## config.mk

```make
export PLATFORM = sky130hd
export DESIGN_NAME = fifo_uart_tx
export DESIGN_NICKNAME = d
export VERILOG_FILES = /design/src/rtl/fifo_uart_tx.sv
export SDC_FILE = /design/constraint.sdc
export NUM_CORES = 1
export LEC_CHECK = 0
export ABC_AREA = 1
export BUFFER_PORTS_ARGS = -buffer_cell sky130_fd_sc_hd__buf_2
export CAP_MARGIN = 40
export CORE_ASPECT_RATIO = 0.8
export CORE_UTILIZATION = 45
export DETAILED_ROUTE_END_ITERATION = 8
export PLACE_DENSITY_LB_ADDON = 0.05
export SKIP_LAST_GASP = 1
export SLEW_MARGIN = 15
export SYNTH_ARGS = -nofsm -noshare
export SYNTH_HDL_FRONTEND = slang
export SYNTH_SLANG_ARGS = --single-unit
```

## constraint.sdc

```tcl
create_clock -name clk -period 3.28 [get_ports clk]
set_clock_uncertainty 0.1 [all_clocks]
set_input_delay 0.328 -clock clk [delete_from_list [all_inputs] [get_ports clk]]
set_output_delay 0.328 -clock clk [all_outputs]
set_load 0.01 [all_outputs]
```

## src/rtl/fifo_uart_tx.sv

```systemverilog
// rtl/fifo_uart_tx.sv - FIFO drain stage serializing bytes onto a UART line (start, 8 data LSB first, stop)
// Define FIFO_UART_PARITY_EN to insert an even-parity bit between the data bits and the stop bit.
module fifo_uart_tx #(
   parameter int CLKS_PER_BIT = 16,
   parameter int DIV_BITS     = 8
) (
   input  logic       clk,
   input  logic       rst_n,
   input  logic       empty,
   input  logic [7:0] rdata,
   output logic       ren,
   output logic       tx,
   output logic       busy,
   output logic       frame_done
);

`ifdef FIFO_UART_PARITY_EN
   typedef enum logic [2:0] {IDLE, START, DATA, PARITY, STOP} state_t;
`else
   typedef enum logic [2:0] {IDLE, START, DATA, STOP} state_t;
`endif

   localparam logic [DIV_BITS-1:0] LAST = DIV_BITS'(CLKS_PER_BIT - 1);

   state_t              state_q, state_d;
   logic [DIV_BITS-1:0] cnt_q, cnt_d;
   logic [2:0]          bit_idx_q, bit_idx_d;
   logic [7:0]          shift_q, shift_d;
   logic                tx_q, tx_d;
   logic                busy_q, busy_d;
   logic                frame_done_q, frame_done_d;
   logic                bit_end;
`ifdef FIFO_UART_PARITY_EN
   logic                parity_q, parity_d;
`endif

   // Pop only from IDLE so the FIFO never sees a read while empty.
   assign ren     = rst_n && (state_q == IDLE) && !empty;
   assign bit_end = (cnt_q == LAST);

   always_comb begin
      state_d   = state_q;
      cnt_d     = cnt_q;
      bit_idx_d = bit_idx_q;
      shift_d   = shift_q;
`ifdef FIFO_UART_PARITY_EN
      parity_d  = parity_q;
`endif
      case (state_q)
         IDLE: begin
            if (ren) begin
               shift_d = rdata;
               cnt_d   = '0;
               state_d = START;
`ifdef FIFO_UART_PARITY_EN
               parity_d = ^rdata;
`endif
            end
         end
         START: begin
            if (bit_end) begin
               cnt_d     = '0;
               bit_idx_d = 3'd0;
               state_d   = DATA;
            end else begin
               cnt_d = cnt_q + DIV_BITS'(1);
            end
         end
         DATA: begin
            if (bit_end) begin
               cnt_d     = '0;
               shift_d   = {1'b0, shift_q[7:1]};
               bit_idx_d = bit_idx_q + 3'd1;
               if (bit_idx_q == 3'd7) begin
`ifdef FIFO_UART_PARITY_EN
                  state_d = PARITY;
`else
                  state_d = STOP;
`endif
               end
            end else begin
               cnt_d = cnt_q + DIV_BITS'(1);
            end
         end
`ifdef FIFO_UART_PARITY_EN
         PARITY: begin
            if (bit_end) begin
               cnt_d   = '0;
               state_d = STOP;
            end else begin
               cnt_d = cnt_q + DIV_BITS'(1);
            end
         end
`endif
         STOP: begin
            if (bit_end) begin
               cnt_d   = '0;
               state_d = IDLE;
            end else begin
               cnt_d = cnt_q + DIV_BITS'(1);
            end
         end
         default: begin
            cnt_d   = '0;
            state_d = IDLE;
         end
      endcase

      // Outputs are decoded from the next state so the registered line lines up with the state.
      case (state_d)
         START:   tx_d = 1'b0;
         DATA:    tx_d = shift_d[0];
`ifdef FIFO_UART_PARITY_EN
         PARITY:  tx_d = parity_q;
`endif
         default: tx_d = 1'b1;
      endcase
      busy_d       = (state_d != IDLE);
      frame_done_d = (state_d == STOP) && (cnt_d == LAST);
   end

   always_ff @(posedge clk) begin
      if (!rst_n) begin
         state_q      <= IDLE;
         cnt_q        <= '0;
         bit_idx_q    <= 3'd0;
         shift_q      <= 8'h00;
         tx_q         <= 1'b1;
         busy_q       <= 1'b0;
         frame_done_q <= 1'b0;
`ifdef FIFO_UART_PARITY_EN
         parity_q     <= 1'b0;
`endif
      end else begin
         state_q      <= state_d;
         cnt_q        <= cnt_d;
         bit_idx_q    <= bit_idx_d;
         shift_q      <= shift_d;
         tx_q         <= tx_d;
         busy_q       <= busy_d;
         frame_done_q <= frame_done_d;
`ifdef FIFO_UART_PARITY_EN
         parity_q     <= parity_d;
`endif
      end
   end

   assign tx         = tx_q;
   assign busy       = busy_q;
   assign frame_done = frame_done_q;

endmodule

```

==> impl_results.md <==
* DRC Markers at 0
* Reg2Reg Depth at 10
* Sequential area share after synthesis at 38.6%
* DRT Wirelength at 2.58 mm
* Post-CTS Setup Inserts at 0
* Crit path DAT at 1410 ps
* Mapped Nets at 205
* Post-DP HPWL at 1.99 mm
* Peak VDD IR at 197 uV
* Post-synth top flop: dfxtp_1
* Vias/cell at 4.84
* Flops & latches, synth at 25
* Post-synth EDFFs at 0
* Hold path start: rdata[7]
* Area growth, synth to finish at 9.93%
* Critical path required time at 2850 ps
* DR pass1 iterations at 4
* Hold depth at 3
* Async set or reset register ratio after synthesis at 0%
* Reg2reg end: tx
* Vias in the first global route at 1,045
* Crit. End Element: output pin
* Worst-skew pair later-pin latency at 320 ps
* Leak Pwr at 0.000658 uW
* Status: finished clean
* Pwr per Cell Area at 342 nW/um^2
* Ys Warns at 0
* FILL cells at 277
* Core Region at 2740 sq um
* Largest net degree at the start of global routing at 19
* Max Cap Viol at 0
* Mapped Area at 1300 sq um
* Synth area leader: dfxtp_1
* WL/cell at 10.5 um
* Most numerous cell in the Yosys netlist: nand2_1
* Netlist cell types at 29
* Max Clk Rate at 0.543 GHz
* Tmin final at 1840 ps
* Fin nets at 222
* R2R setup slack at 1650 ps
* Die footprint at 3100 sq um
* Post-place instance area at 1400 sq um
* Cts hold-fix bufs at 0
* Die Ht at 50.0 um
* Total gr overflow at 0
* Total Neg Setup Slack at 0 ps
* CTS root buf: clkbuf_4
* Synth area leaders: dfxtp_1, nand2_1, inv_1, a21oi_1, nor2_1
* CTS tree: done
* 1st-iter DRT viols at 41
* Yosys top cell area share at 38.6%
* Final count of pins violating max slew at 0
* GRT Util Overall at 19.7%
* Antenna diode count at 0
* Clock transition at the registers of the reported paths at 130 ps
* Fin area at 1430 sq um
* Layout cells sized above 1 at 18.8%
* Worst R2R Start: cnt_q[0]
* Antenna violations before repair at 0
* Tightest Pin Transition at 539 ps
* IO Count at 15
* Critical setup path kind: flip-flop to output pin
* Relative slew margins at 63.8%
* Worst min-delay path category: primary input to flip-flop
* CP Launch Type: flip-flop
* Syn_area_per_cell at 6.79 sq um
* Gate Count Post-Synth at 191
* Starting Density at 47.3%
* Die X-Extent at 62.0 um
* Hold Fails Final Rpt at 0
* Clock sink total at 25
* Port Buffers at 14
* Placer Congestion at 0.899
* RSZ-0062 raised after global routing: false
* DRT antenna net count at 0
* Vias at 1,187
* Number of buffers created by CTS at 3
* Synth cell count leaders: nand2_1, dfxtp_1, inv_1
* H-tree depth at 1
* PostCTS Resize Cnt at 0
* Global-route wire length before repair at 4.51 mm
* Final period utilization at 56.1%
* Final setup violating endpoints at 0
* CTS max path bufs at 2
* CP max FO at 10
* Hold Path End: shift_q[7]
* FP Rows at 17
[sequential cells by signal, summed over array words and instances, names as in the netlist]
register,flops
state_q,3
bit_idx_q,3
cnt_q,8
shift_q,8
frame_done,1
tx,1
busy,1
[metrics by stage]
step	setup slack [ps]	hold slack [ps]	utilization, %	std cells	total power, uW
6_report	1440	151	52.0	245	487
5_1_grt	1330	144	52.0	245	510
4_1_cts	1440	152	52.0	245	489
3_5_place_dp	1660	362	51.0	241	356
3_3_place_gp	1680	350	51.0	241	355
2_1_floorplan	1840	338	-	191	342
[worst max path at each step]
| stage | start | endpoint | slack (ps) | depth (start not counted) |
|---|---|---|---|---|
| after CTS | state_q[0] | ren | 1440 | 6 |
| after detailed placement | rst_n | frame_done | 1660 | 10 |
| after global placement | rst_n | frame_done | 1680 | 10 |
| after floorplan | cnt_q[0] | tx | 1840 | 10 |
| after global routing | state_q[0] | ren | 1330 | 6 |
| final | state_q[0] | ren | 1440 | 6 |
[cell usage in the layout (no fill, tap or decap), types with 3 or more instances in the layout]
cell type  count
nand2_1       63
dfxtp_1       25
inv_1         22
nor2_1        14
buf_2         14
a21oi_1       11
nor2_2         8
nand3_1        8
a31oi_1        6
nand2_2        4
inv_2          4
ha_1           3
clkbuf_4       3
[power breakdown]
| part | total [uW] | switching, uW | leakage [uW] | internal, uW |
|---|---|---|---|---|
| Combinational | 37.1 | 23.9 | 0.000440 | 13.2 |
| Sequential | 312 | 3.02 | 0.000203 | 309 |
| Clock | 138 | 90.3 | 0.0000150 | 47.6 |
[final cells by class]
cell class                      count  area (sq um)  area share, %
Multi-Input combinational cell    136           674           47.3
Sequential cell                    25           500           35.1
Inverter                           28           108           7.54
Timing Repair Buffer               14          70.1           4.91
Tap cell                           38          47.5           3.33
Clock buffer                        4          26.3           1.84
[cells by family (layout without fill, tap and decap cells)]
group           Yosys count  in the layout  share of synthesized area [%]
flops                    25             25                           38.6
other cells               1              1                          0.289
fa+ha+maj                 3              3                           2.89
simple gates            102            102                           34.5
buf+inv                  30             46                           9.45
compound gates           28             28                           12.9
xor+xnor                  2              2                           1.35
[per-layer routing]
layer	part of all wire [%]	track usage, %	vias to the layer above
li1	-	-	636
met1	55	29.3	529
met2	40	26.8	18
met3	3.7	5.77	4
met4	1.2	5.93	0
met5	0	0	-
[critical path, cell delays in order (launching register included)]
cell     delay, ps
dfxtp_1        370
nor2_2         150
nand2_2        100
inv_2           80
nand2_2         60
inv_2          160
buf_2          160
Note: power is estimated with default switching activity, not from simulation.
